File: src/rtl/dmem_access_ctrl.sv
// dmem_access_ctrl: load/store sequencer for a word-wide sync data memory.
// Optional macro DMEM_RANGE_CHK_EN flags nonzero upper address bits as errors.
module dmem_access_ctrl #(
  parameter int ADDR_W = 12
) (
  input  logic              clk,
  input  logic              rst_n,
  input  logic              req_valid,
  output logic              req_ready,
  input  logic              req_we,
  input  logic [1:0]        req_size,
  input  logic              req_unsigned,
  input  logic [31:0]       req_addr,
  input  logic [31:0]       req_wdata,
  output logic              resp_valid,
  output logic [31:0]       resp_rdata,
  output logic              resp_err,
  output logic [ADDR_W-1:0] mem_addr,
  output logic              mem_we,
  output logic [31:0]       mem_din,
  input  logic [31:0]       mem_dout
);

  typedef enum logic [2:0] {
    S_IDLE,
    S_READ,
    S_MERGE,
    S_WRITE,
    S_RESP
  } state_t;

  state_t state_q, state_d;

  logic              c_we;
  logic [1:0]        c_size;
  logic              c_uns;
  logic [ADDR_W+1:0] c_addr;
  logic [31:0]       c_wdata;
  logic              err_q;
  logic [31:0]       rdata_q;

  logic        acc;
  logic        bad;
  logic [4:0]  sh;
  logic [31:0] lmask;
  logic [31:0] shv;
  logic [31:0] merged;
  logic [31:0] ext;
  logic [31:0] live;

  assign req_ready  = (state_q == S_IDLE);
  assign acc        = req_valid && req_ready;
  assign resp_valid = (state_q == S_RESP);
  assign resp_err   = err_q;
  assign mem_addr   = c_addr[ADDR_W+1:2];
  assign mem_we     = (state_q == S_MERGE) || (state_q == S_WRITE);

`ifndef DMEM_RANGE_CHK_EN
  logic unused_hi;
  assign unused_hi = ^req_addr[31:ADDR_W+2];
`endif

  // Classify the incoming request: illegal size or misalignment.
  always_comb begin
    bad = 1'b0;
    unique case (req_size)
      2'b00:   bad = 1'b0;
      2'b01:   bad = req_addr[0];
      2'b10:   bad = |req_addr[1:0];
      default: bad = 1'b1;
    endcase
`ifdef DMEM_RANGE_CHK_EN
    if (|req_addr[31:ADDR_W+2]) bad = 1'b1;
`endif
  end

  // Lane shift, read-modify-write merge and load extension.
  always_comb begin
    sh     = (c_size == 2'b00) ? {c_addr[1:0], 3'b000}
                               : {c_addr[1], 4'b0000};
    lmask  = (c_size == 2'b00) ? 32'h0000_00FF : 32'h0000_FFFF;
    merged = (mem_dout & ~(lmask << sh))
           | ((c_wdata & lmask) << sh);
    shv    = mem_dout >> sh;
    ext    = mem_dout;
    unique case (c_size)
      2'b00:   ext = {{24{~c_uns & shv[7]}}, shv[7:0]};
      2'b01:   ext = {{16{~c_uns & shv[15]}}, shv[15:0]};
      default: ext = mem_dout;
    endcase
  end

  // Load data comes straight off the registered memory output in RESP,
  // then is held in rdata_q until the next response.
  always_comb begin
    live = 32'h0;
    if (resp_valid && !c_we && !err_q) live = ext;
    resp_rdata = resp_valid ? live : rdata_q;
  end

  // Memory write data for MERGE and WRITE.
  always_comb begin
    mem_din = 32'h0;
    unique case (1'b1)
      (state_q == S_MERGE): mem_din = merged;
      (state_q == S_WRITE): mem_din = c_wdata;
      default:              mem_din = 32'h0;
    endcase
  end

  // Next-state logic.
  always_comb begin
    state_d = state_q;
    unique case (state_q)
      S_IDLE: begin
        if (acc) begin
          if (bad)
            state_d = S_RESP;
          else if (req_we && req_size == 2'b10)
            state_d = S_WRITE;
          else
            state_d = S_READ;
        end
      end
      S_READ:  state_d = c_we ? S_MERGE : S_RESP;
      S_MERGE: state_d = S_RESP;
      S_WRITE: state_d = S_RESP;
      S_RESP:  state_d = S_IDLE;
      default: state_d = S_IDLE;
    endcase
  end

  // State, request capture and response hold registers.
  always_ff @(posedge clk or negedge rst_n) begin
    if (!rst_n) begin
      state_q <= S_IDLE;
      c_we    <= 1'b0;
      c_size  <= 2'b00;
      c_uns   <= 1'b0;
      c_addr  <= '0;
      c_wdata <= 32'h0;
      err_q   <= 1'b0;
      rdata_q <= 32'h0;
    end else begin
      state_q <= state_d;
      if (acc) begin
        c_we    <= req_we;
        c_size  <= req_size;
        c_uns   <= req_unsigned;
        c_addr  <= req_addr[ADDR_W+1:0];
        c_wdata <= req_wdata;
      end
      if (state_q != S_RESP && state_d == S_RESP)
        err_q <= (state_q == S_IDLE);
      if (resp_valid)
        rdata_q <= live;
    end
  end

endmodule

File: config.mk
export PLATFORM = sky130hd
export DESIGN_NAME = dmem_access_ctrl
export DESIGN_NICKNAME = d
export VERILOG_FILES = /design/src/rtl/dmem_access_ctrl.sv
export SDC_FILE = /design/constraint.sdc
export NUM_CORES = 1
export LEC_CHECK = 0
export ABC_CLOCK_PERIOD_IN_PS = 2800
export BUFFER_PORTS_ARGS = -buffer_cell sky130_fd_sc_hd__clkbuf_2
export CORE_MARGIN = 2
export CORE_UTILIZATION = 37
export CTS_CLUSTER_DIAMETER = 80
export DETAILED_ROUTE_END_ITERATION = 10
export GPL_TIMING_DRIVEN = 1
export SYNTH_ARGS = -nofsm -noshare
export SYNTH_HDL_FRONTEND = slang
export SYNTH_SLANG_ARGS = --single-unit
File: constraint.sdc
create_clock -name clk -period 2.8 [get_ports clk]
set_input_delay 0.14 -clock clk [delete_from_list [all_inputs] [get_ports clk]]
set_output_delay 0.14 -clock clk [all_outputs]
set_load 0.03 [all_outputs]
# [Word-level counts from Yosys, hierarchy flattened]
# Cells that the tools add are included.
[word_totals] regBits=86 input_bits=103 out_inout_bits=80 wordCells=52
[classes] eq_ne=9 shifts=3 mux=12 n_bitwise=7 reduce_logical=13
[op_table] operator="32-bit one-hot mux with 2 select lines" count=2
[op_table] operator="32-bit 2-to-1 mux" count=2
[op_table] operator="32-bit by 16-bit AND with 32-bit output" count=1
[op_table] operator="32-bit AND" count=1
[op_table] operator="32-bit inverter" count=1
[op_table] operator="32-bit OR" count=1
[op_table] operator="16-bit by 5-bit << shifter with 32-bit output" count=1
[op_table] operator="32-bit by 5-bit << shifter with 32-bit output" count=1
[op_table] operator="32-bit by 5-bit right shift with 16-bit output" count=1
[op_table] operator="16-bit 2-to-1 mux" count=1
[op_table] operator="3-bit 2-to-1 mux" count=3
[op_table] operator="3-bit one-hot mux with 3 select lines" count=1
[op_table] operator="3-bit by 2-bit equality test with 1-bit output (second input constant)" count=2
[op_table] operator="3-bit equality test (second input constant)" count=2
[op_table] operator="1-bit logical AND" count=5
[op_table] operator="2-bit by 1-bit equality test with 1-bit output (second input constant)" count=2
[op_table] operator="2-bit zero test" count=2
[op_table] operator="4-bit 2-to-1 mux" count=1
[op_table] operator="2-bit OR reduction" count=2
[op_table] operator="3-bit by 1-bit equality test with 1-bit output (second input constant)" count=1
[op_table] operator="3-bit zero test" count=1
[op_table] operator="3-bit inequality test (second input constant)" count=1
[op_table] operator="1-bit one-hot mux with 3 select lines" count=1
[op_table] operator="1-bit AND" count=2
[op_table] operator="5 further kinds" count=6

# [Logic depth before layout (Yosys ltp)]
[logic_depth] depth_word=8 ltp_mapped=8

# [Worst setup path before layout]
# Ideal clock, no wire load.
[synth_path] path_kind="reg-to-reg" start="reg state_q[0]" end="reg rdata_q[7]" setup_ns=0.212 t_arrival_ns=2.388 t_required_ns=2.588 slack_ns=0.200 stages_incl_launch_ff=8 cell_sequence="dfrtp_1 buf_6 or3b_1 buf_2 or3_1 buf_2 buf_6 o31ai_1"
[synth_via] elab_chain_cells=5
[synth_rtl] element="start, declared" line="32" source="state_t state_q, state_d;"
[synth_rtl] element="start signal, assigned" line="145" source="state_q <= state_d;"
[synth_rtl] element="3-bit equality test (*)" line="53" source="assign resp_valid = (state_q == S_RESP);"
[synth_rtl] element="1-bit logical AND (2 in series)" line="97" source="if (resp_valid && !c_we && !err_q) live = ext;"
[synth_rtl] element="32-bit 2-to-1 mux" line="97"
[synth_rtl] element="32-bit 2-to-1 mux (*)"
[synth_rtl] element="via resp_rdata[7]" line="16" source="output logic [31:0] resp_rdata,"
[synth_rtl] element="end signal, assigned" line="156" source="rdata_q <= live;"
[synth_rtl] element="end, declared" line="40" source="logic [31:0] rdata_q;"
# Mark *: on every way through the listed nets, which the timed path passes. The rest lies on a longest branch.
# A chain may end at the register's enable or synchronous reset.

# [Worst setup path in the final report]
[layout_path] start="reg c_size[0]" end="out mem_din[7]"
[layout_via] elab_chain_cells=7 elab_cells_between_ends=10
[layout_rtl] element="start, declared" line="35" source="logic [1:0] c_size;"
[layout_rtl] element="start signal, assigned" line="148" source="c_size <= req_size;"
[layout_rtl] element="2-bit zero test (*)" line="79, 81"
[layout_rtl] element="16-bit 2-to-1 mux / 4-bit 2-to-1 mux (equally long branches)" line="81, 79"
[layout_rtl] element="16-bit by 5-bit << shifter with 32-bit output" line="82" source="merged = (mem_dout & ~(lmask << sh))"
[layout_rtl] element="32-bit inverter" line="82"
[layout_rtl] element="32-bit AND" line="82"
[layout_rtl] element="32-bit OR (*)" line="83" source="| ((c_wdata & lmask) << sh);"
[layout_rtl] element="32-bit one-hot mux with 2 select lines (*)" line="104" source="unique case (1'b1)"
[layout_rtl] element="end, declared" line="20" source="output logic [31:0] mem_din,"
# Mark *: on every way between the ends. The rest lies on a longest branch, timed or not.

==> impl_metrics.yaml <==
run:
  drv_cap: 0
worst_hold_path:
  min-delay-path-class: "input port to register"
  holdCritStartpoint: "req_wdata[16]"
  min_to: "c_wdata[16]$_DFFE_PN0N_"
  hold_path_depth: 3
critical_path:
  crit_path_max_fanout: 24
  reg2reg_slack_ns: 0.82
  crit_slowest_cell: "or3b_4"
  critPathLaunchType: "register"
  worst_ep_required_time_ns: 2.66
  timing.rr.end: "rdata_q[2]$_DFF_PN0_"
  r2r_cells: 4
  endpoint_kind: "primary output"
  crit_arrival_ns: 2.51
  worstReg2RegStart: "state_q[1]$_DFF_PN0_"
  critical_path.max_stage_delay_ns: 0.58
  worstSetupPathType: "register to primary output"
  path_cells: "or3b_4 -> a21o_1 -> mux2i_1 -> nor2_1 -> clkbuf_2"
run_status:
  run_status: "finished, final reports clean"
final_layout:
  layout-drive-gt1-share_pct: 28.2
  multi_input_area_um2: 2320
  fillers: 1241
  fin_cells: 903
  syn_to_final_growth_pct: 32.9
  register_area_um2: 2150
  diodes: 0
  nets: 829
placed_design:
  gp_congestion: 0.865
  placed_cells: 849
  portBuffers: 164
  dpl.hpwl_mm: 11.3
  post-place-ws_ns: 0.381
drt:
  drc: 0
  routedWlPerCell_um: 17.1
  route.vias.total: 4674
  ant_nets: 0
  via_per_inst: 5.18
  wl_mm: 15.4
  drtIter0Drc: 347
  first_pass_iters: 5
yosys:
  synth_mux_area_share_pct: 3.00
  synth_cell_type_count: 39
  syn_area_um2: 4790
  ys.flop_type: "dfrtp_1"
  yosys.area_share.adder_pct: 0
  synth_top_area_share_pct: 44.9
  synth_common_cells: "nand2_1 (161), dfrtp_1 (86), clkbuf_1 (40)"
  ys_warn_count: 0
  synth.area.top_cells: "dfrtp_1 (45%), nand2_1 (13%), a221oi_1 (4.4%)"
  synth-edff-count: 0
  yosysMostFrequentCell: "nand2_1"
  ys_async_sr_fraction_pct: 100
  yosysSeqAreaShare_pct: 44.9
  synth.avg_cell_area_um2: 8.57
  synth_fp_nets: 662
  synthSimpleGateAreaFrac_pct: 25.5
  post_synth_inst_count: 559
  synth_compound_gate_area_share_pct: 19.3
  yosysTopAreaCell: "dfrtp_1"
  ys_seq_elements: 86
  synth_top_family_by_area: "simple AND/OR/NAND/NOR gates"
  synth_xor_area_share_pct: 0
clock_network:
  cts_tree: "done"
  path_clk_slew_ns: 0.06
  cts-root-buf: "clkbuf_16"
  cts_sinks: 86
  clk_latency_ns: 0.34
  cts_max_level: 3
  numCtsBuffers: 9
  clk_path_buf_depth: 2
  cts_setup_buffers: 0
sta:
  setup_viol: 0
  hold_slack_ns: 0.00745
  layout_setup_ws_ns: 0.154
  fin_worst_skew_ns: 0.00411
  fmax_mhz: 378
  maxSlewViolCount: 0
  layout_min_cycle_time_ns: 2.65
  max-slew-margin-rel_pct: 30.6
  rsz0062_at_grt: "false"
  period_share_pct: 94.5
  worstMarginPinSlew_ns: 1.04
  finalHoldViolations: 0
  finalSetupTns_ns: 0
power_and_ir_drop:
  seq_power_share_pct: 31.4
  leakage_nw: 3.28
  p_switching_w: 0.00336
  clockPowerShare_pct: 16.6
  combPwrFrac_pct: 52.0
  intPower_w: 0.00377
  switching_share_pct: 47.1
  vdd.ir_drop.worst_mv: 0.489
  p_per_area_nw_per_um2: 1120
global_routing:
  antenna_found_initial: 0
  grt_use_total_pct: 22.5
  grt_pass1_wl_mm: 24.4
  grt_max_degree: 66
  overflow: 0
  grt_pass1_vias: 4443
floorplanning:
  io_pins: 183
  die_x_um: 118
  fp.dieArea_um2: 13900
  core_um2: 12600
  start_util_pct: 38.0
  die_h_um: 118
  rows: 41
## per-layer routing
metal / up-vias / GRT usage, % / part of all wire [%]
li1: 2269 / - / -
met1: 2237 / 32.6 / 47
met2: 157 / 34.5 / 46
met3: 11 / 3.68 / 5.6
met4: 0 / 6.63 / 1.3
met5: - / 0 / 0
## kinds of logic (layout without fill, tap and decap cells)
family                 Yosys count  count (layout)
muxes                           13              13
AOI/OAI and AO/OA              114             114
buffers and inverters           76             248
and+or+nand+nor                270             270
DFF                             86              86
## metrics by stage
| stage | utilization (%) | area [µm²] | power, W |
|---|---|---|---|
| floorplan | - | 4790 | 0.00495 |
| global placement | 44.9 | 5670 | 0.00582 |
| detailed placement | 44.9 | 5670 | 0.00590 |
| CTS | 50.3 | 6350 | 0.00715 |
| global route | 50.4 | 6370 | 0.00763 |
| finish | 50.4 | 6370 | 0.00713 |
## area by class of cell
type	instances	share of cell area, %
multi-input combinational	397	36.4
sequential	86	33.8
timing repair buffer	217	20.9
clock buffer	14	4.46
tap	172	3.38
inverter	15	0.884
clock inverter	2	0.216
## sequential cells by signal (all words and copies together), names as in the netlist
name / cells
c_wdata: 32
rdata_q: 32
c_addr: 14
state_q: 3
c_size: 2
c_uns: 1
c_we: 1
resp_err: 1
## worst max path at each step
stage	start	end	depth (start not counted)
6_report	c_size[0]$_DFFE_PN0N_	mem_din[7]	5
5_1_grt	c_size[0]$_DFFE_PN0N_	mem_din[8]	5
4_1_cts	state_q[1]$_DFF_PN0_	resp_rdata[2]	5
3_5_place_dp	c_size[0]$_DFFE_PN0N_	mem_din[7]	5
3_3_place_gp	c_size[0]$_DFFE_PN0N_	mem_din[7]	5
2_1_floorplan	state_q[0]$_DFF_PN0_	rdata_q[7]$_DFF_PN0_	7
## cells in the final DEF (no fill, tap or decap), drive strengths merged, types with 11 or more instances in the layout
| master | n |
|---|---|
| a221oi | 24 |
| clkbuf | 177 |
| inv | 15 |
| o21ai | 15 |
| nor2 | 14 |
| buf | 16 |
| a32o | 16 |
| dlygate4sd3 | 38 |
| dfrtp | 86 |
| mux2i | 11 |
| nand2 | 161 |
| nor3 | 27 |
| nor2b | 31 |
| a311oi | 15 |
| nand2b | 15 |
## critical path, delay by kind of cell (launching register included)
| kind | cells | cell delay, ns |
|---|---|---|
| AOI/OAI and AO/OA | 1 | 0.38 |
| buffers and inverters | 1 | 0.27 |
| DFF | 1 | 0.53 |
| muxes | 1 | 0.18 |
| and+or+nand+nor | 2 | 0.80 |
## power by group through the flow
stage,registers [W],clock network [W],logic [W]
after floorplan,0.00208,0,0.00287
final,0.00224,0.00118,0.00371
after detailed placement,0.00225,0,0.00365
after CTS,0.00223,0.00121,0.00371
after global routing,0.00232,0.00127,0.00404
after global placement,0.00223,0,0.00360
## repair_timing
| action | 4_1_cts | 5_1_grt |
|---|---|---|
| hold buffers | 38 | 0 |
| pin swaps | 0 | 0 |
| cloned | 0 | 0 |
| setup endpoints to repair | 1 | 20 |
| resized for setup | 1 | 4 |
| hold endpoints to repair | 100 | 0 |
Power figures use the tool's default switching activity.
